==> config.mk <==
export PLATFORM = sky130hd
export DESIGN_NAME = tdp_stream_reader
export DESIGN_NICKNAME = d
export VERILOG_FILES = /design/src/rtl/npu_mem_pkg.sv /design/src/rtl/tdp_addr_gen.sv /design/src/rtl/tdp_stream_reader.sv
export SDC_FILE = /design/constraint.sdc
export NUM_CORES = 1
export LEC_CHECK = 0
export BUFFER_PORTS_ARGS = -buffer_cell sky130_fd_sc_hd__buf_4
export CORE_MARGIN = 1.5
export CORE_UTILIZATION = 50
export CTS_CLUSTER_SIZE = 8
export DETAILED_ROUTE_END_ITERATION = 8
export HOLD_SLACK_MARGIN = 0.02
export MAX_ROUTING_LAYER = met4
export PLACE_DENSITY = 0.8
export SETUP_SLACK_MARGIN = 0.02
export SYNTH_ARGS = -nofsm -noshare
export SYNTH_HDL_FRONTEND = slang
export SYNTH_SLANG_ARGS = --single-unit
==> constraint.sdc <==
create_clock -name clk -period 5.9 [get_ports clk]
set_input_delay 1.77 -clock clk [delete_from_list [all_inputs] [get_ports clk]]
set_output_delay 1.77 -clock clk [all_outputs]
set_load 0.05 [all_outputs]
==> src/rtl/npu_mem_pkg.sv <==
// Shared scratchpad constants and the reader control state encoding.
package npu_mem_pkg;

  localparam int NPU_AW        = 16;
  localparam int NPU_DW        = 16;
  localparam int NPU_MEM_DEPTH = 20480;

  typedef enum logic [1:0] {
    IDLE  = 2'd0,
    RUN   = 2'd1,
    DRAIN = 2'd2,
    DONE  = 2'd3
  } state_t;

endpackage

==> src/rtl/tdp_addr_gen.sv <==
// Address/count generator for the stream reader: holds the next-fetch address,
// the stride and the remaining word count, and flags out-of-range addresses.
module tdp_addr_gen
  import npu_mem_pkg::*;
#(
  parameter int AW        = NPU_AW,
  parameter int MEM_DEPTH = NPU_MEM_DEPTH
) (
  input  logic          clk,
  input  logic          rst_n,
  input  logic          load,
  input  logic          step,
  input  logic [AW-1:0] base,
  input  logic [AW-1:0] length,
  input  logic [AW-1:0] stride,
  output logic [AW-1:0] addr,
  output logic          last,
  output logic          illegal
);

  logic [AW-1:0] addr_reg;
  logic [AW-1:0] stride_reg;
  logic [AW-1:0] remaining_reg;

  // Capture the transfer descriptor on load; advance address and count per fetched word.
  always_ff @(posedge clk or negedge rst_n) begin
    if (!rst_n) begin
      addr_reg      <= '0;
      stride_reg    <= '0;
      remaining_reg <= '0;
    end else if (load) begin
      addr_reg      <= base;
      stride_reg    <= stride;
      remaining_reg <= length;
    end else if (step) begin
      addr_reg      <= addr_reg + stride_reg;   // wraps modulo 2^AW by width
      remaining_reg <= remaining_reg - AW'(1);
    end
  end

  assign addr    = addr_reg;
  assign last    = (remaining_reg == AW'(1));
  assign illegal = (32'(addr_reg) >= 32'(MEM_DEPTH));

endmodule

==> src/rtl/tdp_stream_reader.sv <==
// Read-side scratchpad client: fetches a strided run of words through one RAM
// port (combinational read) and streams them out on valid/ready.
module tdp_stream_reader
  import npu_mem_pkg::*;
#(
  parameter int AW        = NPU_AW,
  parameter int DW        = NPU_DW,
  parameter int MEM_DEPTH = NPU_MEM_DEPTH
) (
  input  logic          clk,
  input  logic          rst_n,
  input  logic          start,
  input  logic [AW-1:0] base_addr,
  input  logic [AW-1:0] length,
  input  logic [AW-1:0] stride,
  output logic          busy,
  output logic          done,
  output logic          err,
  output logic          mem_we,
  output logic [AW-1:0] mem_addr,
  output logic [DW-1:0] mem_din,
  input  logic [DW-1:0] mem_dout,
  output logic          m_valid,
  input  logic          m_ready,
  output logic [DW-1:0] m_data,
  output logic          m_last
);

  state_t        state_reg;
  logic          busy_reg;
  logic          done_reg;
  logic          err_reg;
  logic          m_valid_reg;
  logic          m_last_reg;
  logic [DW-1:0] m_data_reg;

  logic          load;
  logic          fetch;
  logic          step;
  logic          gen_last;
  logic          gen_illegal;

  // A descriptor is only taken while idle; any other start is dropped.
  assign load  = (state_reg == IDLE) && start;
  // Fetch whenever the output register is empty or is being emptied this cycle.
  assign fetch = (state_reg == RUN) && (!m_valid_reg || m_ready);
  // An illegal address ends the fetch phase without consuming a word.
  assign step  = fetch && !gen_illegal;

  tdp_addr_gen #(
    .AW        (AW),
    .MEM_DEPTH (MEM_DEPTH)
  ) u_addr_gen (
    .clk     (clk),
    .rst_n   (rst_n),
    .load    (load),
    .step    (step),
    .base    (base_addr),
    .length  (length),
    .stride  (stride),
    .addr    (mem_addr),
    .last    (gen_last),
    .illegal (gen_illegal)
  );

  // Control FSM together with the stream output register and status flags.
  always_ff @(posedge clk or negedge rst_n) begin
    if (!rst_n) begin
      state_reg   <= IDLE;
      busy_reg    <= 1'b0;
      done_reg    <= 1'b0;
      err_reg     <= 1'b0;
      m_valid_reg <= 1'b0;
      m_last_reg  <= 1'b0;
      m_data_reg  <= '0;
    end else begin
      done_reg <= 1'b0;
      case (state_reg)
        IDLE: begin
          if (start) begin
            err_reg <= 1'b0;
            if (length == '0) begin
              state_reg <= DONE;
              done_reg  <= 1'b1;
            end else begin
              state_reg <= RUN;
              busy_reg  <= 1'b1;
            end
          end
        end
        RUN: begin
          if (m_valid_reg && m_ready) begin
            m_valid_reg <= 1'b0;
            m_last_reg  <= 1'b0;
          end
          if (fetch) begin
            if (gen_illegal) begin
              err_reg   <= 1'b1;
              state_reg <= DRAIN;
            end else begin
              m_data_reg  <= mem_dout;
              m_valid_reg <= 1'b1;
              m_last_reg  <= gen_last;
              if (gen_last) begin
                state_reg <= DRAIN;
              end
            end
          end
        end
        DRAIN: begin
          if (!m_valid_reg || m_ready) begin
            m_valid_reg <= 1'b0;
            m_last_reg  <= 1'b0;
            busy_reg    <= 1'b0;
            done_reg    <= 1'b1;
            state_reg   <= DONE;
          end
        end
        DONE: begin
          state_reg <= IDLE;
        end
        default: begin
          state_reg <= IDLE;
        end
      endcase
    end
  end

  assign busy    = busy_reg;
  assign done    = done_reg;
  assign err     = err_reg;
  assign m_valid = m_valid_reg;
  assign m_last  = m_last_reg;
  assign m_data  = m_data_reg;
  assign mem_we  = 1'b0;
  assign mem_din = '0;

endmodule
## Word level (Yosys, flattened, before mapping)

Index checks and enable logic that the tools add are counted.

- Register bits after elaboration: 71
- Latch bits: 0
- Memory bits (writable): 0
- Memory bits (read-only): 0
- Bits of input ports: 68
- Output and inout bits: 54
- Memories: 0

- $add $sub $neg: 2
- Multiply operators: 0
- Div/mod/pow operators: 0
- Order comparisons: 1
- Equal/unequal tests: 10
- Shifts and indexed selects: 0
- Multiplexer cells: 31
- Bitwise logic cells: 1
- Reductions and logical operators: 18

Operator list:

| kind | count |
|---|---|
| 16-bit two-way mux | 4 |
| 16-bit adder | 1 |
| 16-bit by 1-bit equality test with 1-bit output, second input constant | 1 |
| 16-bit by 15-bit >= comparator with 1-bit output, second input constant | 1 |
| 16-bit logical NOT | 1 |
| 16-bit by 1-bit subtractor with 16-bit output, second input constant | 1 |
| 1-bit two-way mux | 15 |
| 2-bit two-way mux | 6 |
| 4-bit AND reduction | 3 |
| 2-bit != test, second input constant | 5 |
| 1-bit case mux with 2 select lines | 5 |
| 2-bit case mux with 4 select lines | 1 |
| 2-bit nonzero test | 4 |
| 2-bit equality test, second input constant | 2 |
| 1-bit logical AND | 4 |
| 3-bit != test, second input constant | 1 |
| 3-bit AND reduction | 1 |
| 2-bit by 1-bit equality test with 1-bit output, second input constant | 1 |
| 1-bit logical NOT | 2 |
| 2-bit logical NOT | 1 |
| 2-bit AND reduction | 1 |
| 1-bit logical OR | 1 |
| 1-bit inverter | 1 |

## Logic depth before layout (Yosys ltp)

Gate-level depths: netlist of run 1.

- Depth after elaboration: 6
- Gate-level depth with buffers: 9
- Mapped depth without buffers: 8

## By module

From an unflattened synthesis of run 1, not the netlist that was laid out.

- Cell total of the unflattened synthesis: 412
- Area total of the unflattened synthesis: 4134.0 um^2

By module, submodules not included:

| module | instances | cells an instance | area each (um^2) | sequential area each (um^2) |
|---|---|---|---|---|
| tdp_addr_gen | 1 | 309 | 2949.1 | 1201.2 |
| tdp_stream_reader | 1 | 103 | 1184.9 | 575.6 |

## Least setup slack after synthesis of run 1

Ideal clock, no wire load.

- Path type: input -> register
- Start point: in length[13]
- End point: reg busy_reg, in the netlist busy
- Setup time: 0.121 ns
- Arrival time: 2.958 ns
- Path slack: 2.821 ns
- Stages on the path: 5
- Path buffers: 0
- Cells stage by stage: or4_1 -> nor3_1 -> nand4_1 -> a22o_1 -> a22o_1

- Longest elaborated chain between the ends: 3

Ends and longest elaborated chain:

| item | line | source |
|---|---|---|
| from (decl) | tdp_stream_reader.sv:14 | `input logic [AW-1:0] length,` |
| 16-bit logical NOT | tdp_stream_reader.sv:82 | `if (length == '0) begin` |
| 2-bit != test (no line) | n/a |  |
| 4-bit AND reduction (no line) | n/a |  |
| to (signal assigned) | tdp_stream_reader.sv:70 | `busy_reg <= 1'b0;` |
| to (signal assigned) | tdp_stream_reader.sv:87 | `busy_reg <= 1'b1;` |
| to (signal assigned) | tdp_stream_reader.sv:114 | `busy_reg <= 1'b0;` |
| to (decl) | tdp_stream_reader.sv:30 | `logic busy_reg;` |

Every way passes these cells.
A chain may end at the register's enable or synchronous reset.

## Worst setup path after layout of run 1

- Start point: in m_ready
- End point: reg u_addr_gen.remaining_reg[5]

- Longest elaborated chain between the ends: 4

Ends and longest elaborated chain:

| item | line | source |
|---|---|---|
| from (decl) | tdp_stream_reader.sv:24 | `input logic m_ready,` |
| 1-bit logical OR | tdp_stream_reader.sv:46 | `assign fetch = (state_reg == RUN) && (!m_valid_reg \|\| m_ready);` |
| 1-bit logical AND | tdp_stream_reader.sv:46 |  |
| 1-bit logical AND | tdp_stream_reader.sv:48 | `assign step = fetch && !gen_illegal;` |
| 2-bit nonzero test (no line) | n/a |  |
| to (signal assigned) | tdp_addr_gen.sv:34 | `remaining_reg <= length;` |
| to (signal assigned) | tdp_addr_gen.sv:37 | `remaining_reg <= remaining_reg - AW'(1);` |
| to (decl) | tdp_addr_gen.sv:23 | `logic [AW-1:0] remaining_reg;` |

Every way passes these cells.

==> results of run 1 <==
-- metal layers --
metal	GRT usage [%]	part of all wire, %	up-vias
met2	37.4	48	105
met1	31.5	46	1694
met4	7.84	1.3	0
li1	-	-	1778
met5	-	0	-
met3	3.40	4.8	10
-- worst paths after layout --
kind / to / slack (ps) / from
max: u_addr_gen.remaining_reg[5] / 2280 / m_ready
min: m_data[2] / 480 / m_data[2]
max reg2reg: u_addr_gen.remaining_reg[5] / 3140 / state_reg[1]
min reg2reg: m_data[2] / 480 / m_data[2]
max in group asynchronous: m_data[9] / 3780 / rst_n
min in group asynchronous: u_addr_gen.stride_reg[10] / 1560 / rst_n
-- power by group --
part	switching, mW	internal (mW)	total, mW
sequential	0.195	0.713	0.908
clock	0.175	0.158	0.333
combinational	1.15	0.653	1.80
total	1.52	1.52	3.04
-- worst register-to-register path: cells and delay by family (launching register included) --
kind,cells,cell delay (ps)
xor gates and xnor gates,1,150
AOI/OAI and AO/OA,1,90
adders and majority gates,1,380
buffers and inverters,2,480
and+or+nand+nor,3,1150
DFF,1,380
-- layout make-up --
type,count,share of cell area (%)
Multi-Input combinational cell,371,42.6
Sequential cell,71,35.0
Timing Repair Buffer,106,15.7
Clock buffer,10,2.71
Tap cell,105,2.59
Inverter,13,0.961
Clock inverter,5,0.493
-- placed cells by master, fill, tap and decap left out, types with 2 or more instances in the layout --
cell type  netlist  routed
a21boi_0         3       3
a31oi_1          3       3
conb_1           1      17
nand4_1          2       2
a211oi_1         2       2
and3_1          13      13
xnor2_1         14      14
and4_1           2       2
o21a_1           3       3
nor2_4           1       2
nor4_1           3       3
o21bai_1         3       3
inv_1           13      13
a22o_1           2       2
xor2_1          12      12
a21oi_1         24      24
or3_1            5       5
buf_4           17     106
o21ai_0         42      42
and2b_1          3       3
or3_4            2       2
dfrtp_1         71      71
o21ai_1          2       2
nor2_1          13      12
ha_1            20      20
clkbuf_8         0      10
nor3b_1          4       4
nand2_1        137     137
clkinv_2         0       5
nor3_1           4       4
nand3_1          8       8
mux2i_1          4       4
-- cells by family after synthesis --
group	count (synthesis)	synth area share (%)
AOI/OAI and AO/OA	97	14.3
xor gates and xnor gates	26	5.50
adders and majority gates	21	6.53
buffers and inverters	53	6.44
DFF	71	42.9
muxes	4	0.967
other	1	0.0906
and+or+nand+nor	206	23.2
-- per-stage QoR --
step | setup WS (ps) | instance area, µm²
CTS | 2310 | 5080
finish | 2280 | 5080
global route | 2090 | 5080
global placement | 2080 | 4920
floorplan | 2820 | 4200
detailed placement | 1930 | 4920
==> run metrics, run 1 <==
delay of the slowest critical-path stage=440 ps; Detailed Place HPWL=7050 µm; vias in the first global route=3537; largest net degree at the start of global routing=72; WP data arrival=3840 ps; Die W=94.0 µm; Synth area leader=dfrtp_1; worst path cell trace=buf_4 > nand2b_1 > nand4b_1 > buf_4 > nor4_1 > nor3b_1 > xnor2_1 > o21ai_1; clock sink total=71; area fraction of the dominant cell type after synthesis=42.9%; overall die area=0.00883 mm²; CTS tree=yes; peak supply drop=302 µV; Final Wtd Congestion=0.899; setup TNS=0 ps; GRT Total Usage=23.7%; Rows=33; PortBufs=104; post-route clock period utilization=61.4%; fmax=276 MHz; antenna-violating nets left=0; max-slew violation count=0; Setup crit start kind=input port; synth cell count leaders=nand2_1 (137), dfrtp_1 (71), o21ai_0 (42); initial antenna violation count=0; library cells used by synthesis=56; WL/cell=14.2 µm; fillcell total=683; CP Class=in2reg; FF-to-FF path depth=8; DR pass1 iterations=4; number of top-level pins=122; yosys warns=0; drt initial violations=168; initial core utilization=50.9%; post-layout util=62.4%; hold_ws=481 ps; Setup Viol. Count Final=0; cts bufs inserted=9; Pwr per Cell Area=599 mW/mm²; outcome=complete, no violations; Buf/Inv on CP=2; min Tclk post-route=3620 ps; core footprint=0.00813 mm²; Pwr Total=3.04 mW; clk_lat worst skew=340 ps; fin nets=661; Worst-path clk slew=70 ps; CTS Hold Bufs=0; Fin Clk Skew=7.04 ps; antenna cells=0; Clock Root Buffer=clkbuf_8; Levels on crit path=8; worst hold stages=2; Setup crit end kind=register; most used cell, CP=buf_4; EDFF count, synth=0; area delta synth->final=22.7%; Top delay family on crit path=simple AND/OR/NAND/NOR gates; share of cells above drive strength 1=22.6%; # DRC=0; Post-Syn Instances=479; RSZ-0062 raised after global routing=no; Die Ht=94.0 µm; Relative slew margins=32.7%; Post-CTS Resized=0; post-synthesis sequential area ratio=42.9%; clk buf depth=2; syn avg cell area=8.64 µm²; top-count cell post-synth=nand2_1; slowest cell on the critical path=nor4_1; Vias/cell=5.27; Worst Path Required=6110 ps; Max-cap violations=0; Slew @ Worst Pin=1010 ps; gr ovfl total=0; Routed WL=9680 µm; post-synthesis cell area=0.00414 mm²; CP max FO=30; leakage=2.53 nW; final hold violations=0; htree depth=3; area occupied by multi-input gates=0.00216 mm²; Vias=3587; Synth Register Bits=71; Main synth FF type=dfrtp_1; Post-CTS Setup Bufs=0; Worst Hold Class=reg2reg; Reg area=0.00178 mm²; Post-Layout Cell Count=681; cell total after placement=666; Async SR Flop Fraction=100%; synth top area cells=dfrtp_1 (43%), nand2_1 (12%), ha_1 (6.0%); global-route wire length before repair=16000 µm
No activity file was read; power rests on OpenSTA's default activity.
==> run 2, diff against run 1 <==
- CORE_UTILIZATION: 50 -> 47
- PLACE_DENSITY: 0.8 -> 0.79
- clock period: 5.9 -> 3.2 ns (I/O delays scaled with it)
==> run 2 against run 1 <==
  * Critical path depth is the same
  * Power grew 91%
  * Via count grew 2.0%
  * First-iteration DRC count shrank 28%
  * Setup slack lost 1500 ps
  * Sequential power grew 84%
  * Highest routed layer unchanged
==> run metrics, run 2 (synthesis gave the netlist of run 1 again) <==
outcome=complete, no violations; gr ovfl total=0; most frequent cells in the layout=nand2_1 (137), buf_4 (107), dfrtp_1 (71); vias in the first global route=3670; delay of the slowest critical-path stage=420 ps; Worst Hold Class=reg2reg; Finished Cell Area=0.00516 mm²; global-route wire length before repair=16900 µm; clk_lat worst skew=350 ps; Worst Path Required=3460 ps; fmax=417 MHz; CTS tree=yes; max-slew violation count=0; # DRC=0; Int Pwr=2.97 mW; Pwr per Cell Area=1120 mW/mm²; clk buf depth=2; number of top-level pins=122; sequential power share=28.8%; Final Wtd Congestion=0.852; Routed WL=9840 µm; Vias/cell=5.33; Post-CTS Setup Bufs=0; hold_ws=480 ps; Die W=96.8 µm; RSZ-0062 raised after global routing=no; Worst-path clk slew=70 ps; CP max FO=3; post-layout util=59.8%; Max-cap violations=0; Fin Clk Skew=12.1 ps; GRT Total Usage=22.5%; area delta synth->final=24.7%; largest net degree at the start of global routing=72; P_sw=2.83 mW; drt initial violations=121; Setup Viol. Count Final=0; overall die area=0.00938 mm²; placed inst area=0.00495 mm²; post-route clock period utilization=74.9%; slowest cell on the critical path=fa_1; DR pass1 iterations=4; Rows=34; CP Class=reg2reg; initial core utilization=47.9%; most common cell after layout, fill and taps aside=nand2_1; Setup crit start kind=register; most used cell, CP=o21ai_0; CTS Hold Bufs=0; clock sink total=71; PortBufs=104; Top delay family on crit path=compound AO/OA/AOI/OAI gates; htree depth=3; Die Ht=96.8 µm; WP data arrival=2650 ps; Post-CTS Resized=0; antenna cells=0; Comb pwr share=57.8%; setup TNS=0 ps; fin nets=663; initial antenna violation count=0; Sw Ratio=48.8%; core footprint=0.00864 mm²; share of cells above drive strength 1=22.8%; WL/cell=14.3 µm; Pwr Total=5.80 mW; peak supply drop=483 µV; min Tclk post-route=2400 ps; Clock power frac=13.4%; area occupied by multi-input gates=0.00216 mm²; final hold violations=0; Reg area=0.00178 mm²; worst path cell trace=ha_1 > fa_1 > a21oi_1 > o21ai_0 > a21oi_1 > o21ai_0 > xnor2_1 > o21ai_0; Setup crit end kind=register; fillcell total=755; antenna-violating nets left=0; leakage=2.55 nW; Relative slew margins=40.9%; Clock Root Buffer=clkbuf_8; Detailed Place HPWL=7260 µm; Vias=3660; Slew @ Worst Pin=886 ps; cts bufs inserted=9; Buf/Inv on CP=0
==> run 2: cell count changes in the layout (fill, tap and decap cells not counted), sizes merged <==
cell / delta
clkinvlp: +2
clkinv: -3
bufinv: +2
buf: +2
==> run 2: layout make-up <==
cell class                      count  area share (%)
Multi-Input combinational cell    371            41.9
Sequential cell                    71            34.4
Timing Repair Buffer              108            16.0
Tap cell                          108            2.62
Clock buffer                       10            2.47
Clock inverter                      6            1.65
Inverter                           13           0.946
==> run 2: layer usage <==
layer | vias to the layer above | part of all wire [%] | track usage (%)
met5 | - | 0 | -
met4 | 0 | 1.8 | 7.47
met3 | 15 | 5.2 | 4.55
met2 | 105 | 49 | 37.1
met1 | 1765 | 44 | 27.6
li1 | 1775 | - | -
==> run 2: path summary, 6_finish.rpt <==
path	from	to	slack (ps)	depth (start not counted)
hold / removal	m_data[5]	m_data[5]	480	2
setup / recovery	u_addr_gen.addr[0]	u_addr_gen.addr[10]	800	8
hold reg to reg	m_data[5]	m_data[5]	480	2
setup reg to reg	u_addr_gen.addr[0]	u_addr_gen.addr[10]	800	8
min in group asynchronous	rst_n	u_addr_gen.stride_reg[11]	730	1
max in group asynchronous	rst_n	m_data[12]	1890	1
==> run 2: through the flow <==
step,setup slack [ps],cells
2_1_floorplan,906,495
3_3_place_gp,734,671
3_5_place_dp,610,671
4_1_cts,816,687
5_1_grt,639,687
6_report,804,687
==> run 2: power groups by stage <==
stage               sequential, mW  clock (mW)  combinational, mW
floorplan                     2.31           0               1.81
global placement              1.66           0               3.26
detailed placement            1.68           0               3.34
CTS                           1.67       0.792               3.36
global route                  1.72       0.834               3.70
finish                        1.67       0.779               3.35
==> run 2: tightest hold or removal path: stages (launching register included) <==
cell and delay [ps]:
dfrtp_1 350, nand2_1 50, nand2_1 50
==> run 3, diff against run 2 <==
- clock period: 3.2 -> 2.05 ns (I/O delays scaled with it)
==> run 3 against run 2 <==
  * First-iteration DRC count is 6.6% higher
  * Setup slack worse by 740 ps
  * Combinational power is 77% higher
  * Utilization is 4.2 points higher
  * Count of clock-buffer cells in the layout is 1 higher
  * Power is 71% higher
  * Clock power is 75% higher
  * Cell count is 3.6% higher
  * Die area stayed put
  * Global-route usage is 0.96 points higher
  * Flip-flop and latch count stayed put
  * Sequential share of layout area is 2.0 points lower
  * Largest power group unchanged
==> run metrics, run 3 (synthesis gave the netlist of run 1 again) <==
FF-to-FF path depth=7; cell total after placement=689; overall die area=0.00938 mm²; antenna-violating nets left=0; Vias/cell=5.25; drt initial violations=129; fin nets=688; Max-cap violations=0; Setup crit end kind=register; CP startpoint=u_addr_gen.addr[4]; min Tclk post-route=1980 ps; number of top-level pins=122; RSZ-0062 raised after global routing=yes; core footprint=0.00864 mm²; Worst Hold Class=in2async; clk_lat worst skew=350 ps; max-slew violation count=0; Vias=3735; R2R Path Start=u_addr_gen.addr[4]; Worst Path Required=2300 ps; Clock Root Buffer=clkbuf_8; cts bufs inserted=9; WL/cell=14.6 µm; initial core utilization=47.9%; Pwr per Cell Area=1800 mW/mm²; r2r setup slk=70 ps; Die W=96.8 µm; DR pass1 iterations=5; Rows=34; Detailed Place HPWL=7640 µm; gr ovfl total=0; global-route wire length before repair=17500 µm; CP max FO=6; share of cells above drive strength 1=31.1%; WP data arrival=2230 ps; vias in the first global route=3707; largest net degree at the start of global routing=45; Setup crit start kind=register; htree depth=3; clk buf depth=2; PortBufs=104; Fin Clk Skew=14.2 ps; CP Class=reg2reg; Post-Layout Cell Count=712; # DRC=0; Pwr Total=9.93 mW; Routed WL=10400 µm; final hold violations=0; Worst-path clk slew=80 ps; initial antenna violation count=0; post-route clock period utilization=96.6%; most common cell after layout, fill and taps aside=nand2_1; outcome=complete, no violations; CTS Hold Bufs=0; most frequent cells in the layout=nand2_1 (136), buf_4 (131), dfrtp_1 (61); Final Wtd Congestion=0.857; fmax=505 MHz; peak supply drop=889 µV; antenna cells=0; Die Ht=96.8 µm; CTS tree=yes; leakage=2.68 nW; Setup Viol. Count Final=0; r2r endpoint=u_addr_gen.addr[13]; clock sink total=71; GRT Total Usage=23.4%; area delta synth->final=33.4%
## run 3: where the power goes
| part | total (mW) | leakage, nW | internal, mW | switching [mW] |
|---|---|---|---|---|
| Sequential | 2.64 | 0.871 | 2.07 | 0.566 |
| Clock | 1.36 | 0.114 | 0.812 | 0.549 |
| Combinational | 5.93 | 1.69 | 2.34 | 3.59 |
## run 3: area by class of cell
type,instances,area (µm²)
Tap cell,108,135
Timing Repair Buffer,133,1020
Fill cell,724,3120
Inverter,13,48.8
Clock buffer,11,131
Multi-Input combinational cell,371,2290
Sequential cell,71,1790
Clock inverter,5,106
## run 3: critical path, stage by stage, from the launching register on
cell and delay, ps:
dfrtp_2 430, ha_2 400, a21oi_4 80, o21ai_1 220, a211oi_2 70, buf_4 170, o41a_1 390, o21ai_0 150
## run 3: per-layer routing
layer  wire, µm  GRT usage [%]  up-vias
li1           -              -     1827
met1       4580           29.9     1773
met2       5150           37.7      114
met3        474           4.19       21
met4        218           8.03        0
met5          0              -        -
## run 3: worst max-delay path by stage
| stage | to | slack, ps |
|---|---|---|
| final | u_addr_gen.addr[13] | 70 |
| after global routing | u_addr_gen.addr[13] | -20 |
| after CTS | u_addr_gen.addr[12] | 20 |
| after detailed placement | busy | -50 |
| after global placement | busy | -10 |
| after floorplan | u_addr_gen.addr[14] | 40 |
## run 3: metrics by stage
| step | hold slack [ps] | instance area (µm²) | setup WS (ps) | utilization, % | TNS [ps] |
|---|---|---|---|---|---|
| 2_1_floorplan | 319 | 4240 | 35.5 | - | 0 |
| 3_3_place_gp | 459 | 5130 | -10.0 | 59.5 | -10.0 |
| 3_5_place_dp | 463 | 5130 | -46.8 | 59.5 | -83.0 |
| 4_1_cts | 198 | 5370 | 21.5 | 62.2 | 0 |
| 5_1_grt | 219 | 5520 | -22.0 | 63.9 | -32.5 |
| 6_report | 198 | 5520 | 68.9 | 63.9 | 0 |
## run 3: timing repair
| action | in CTS | in global routing |
|---|---|---|
| setup endpoints to repair | 2 | 14 |
| pin swaps | 1 | 11 |
| cloned | 0 | 0 |
| buffers inserted | 0 | 7 |
| resized for setup | 1 | 26 |
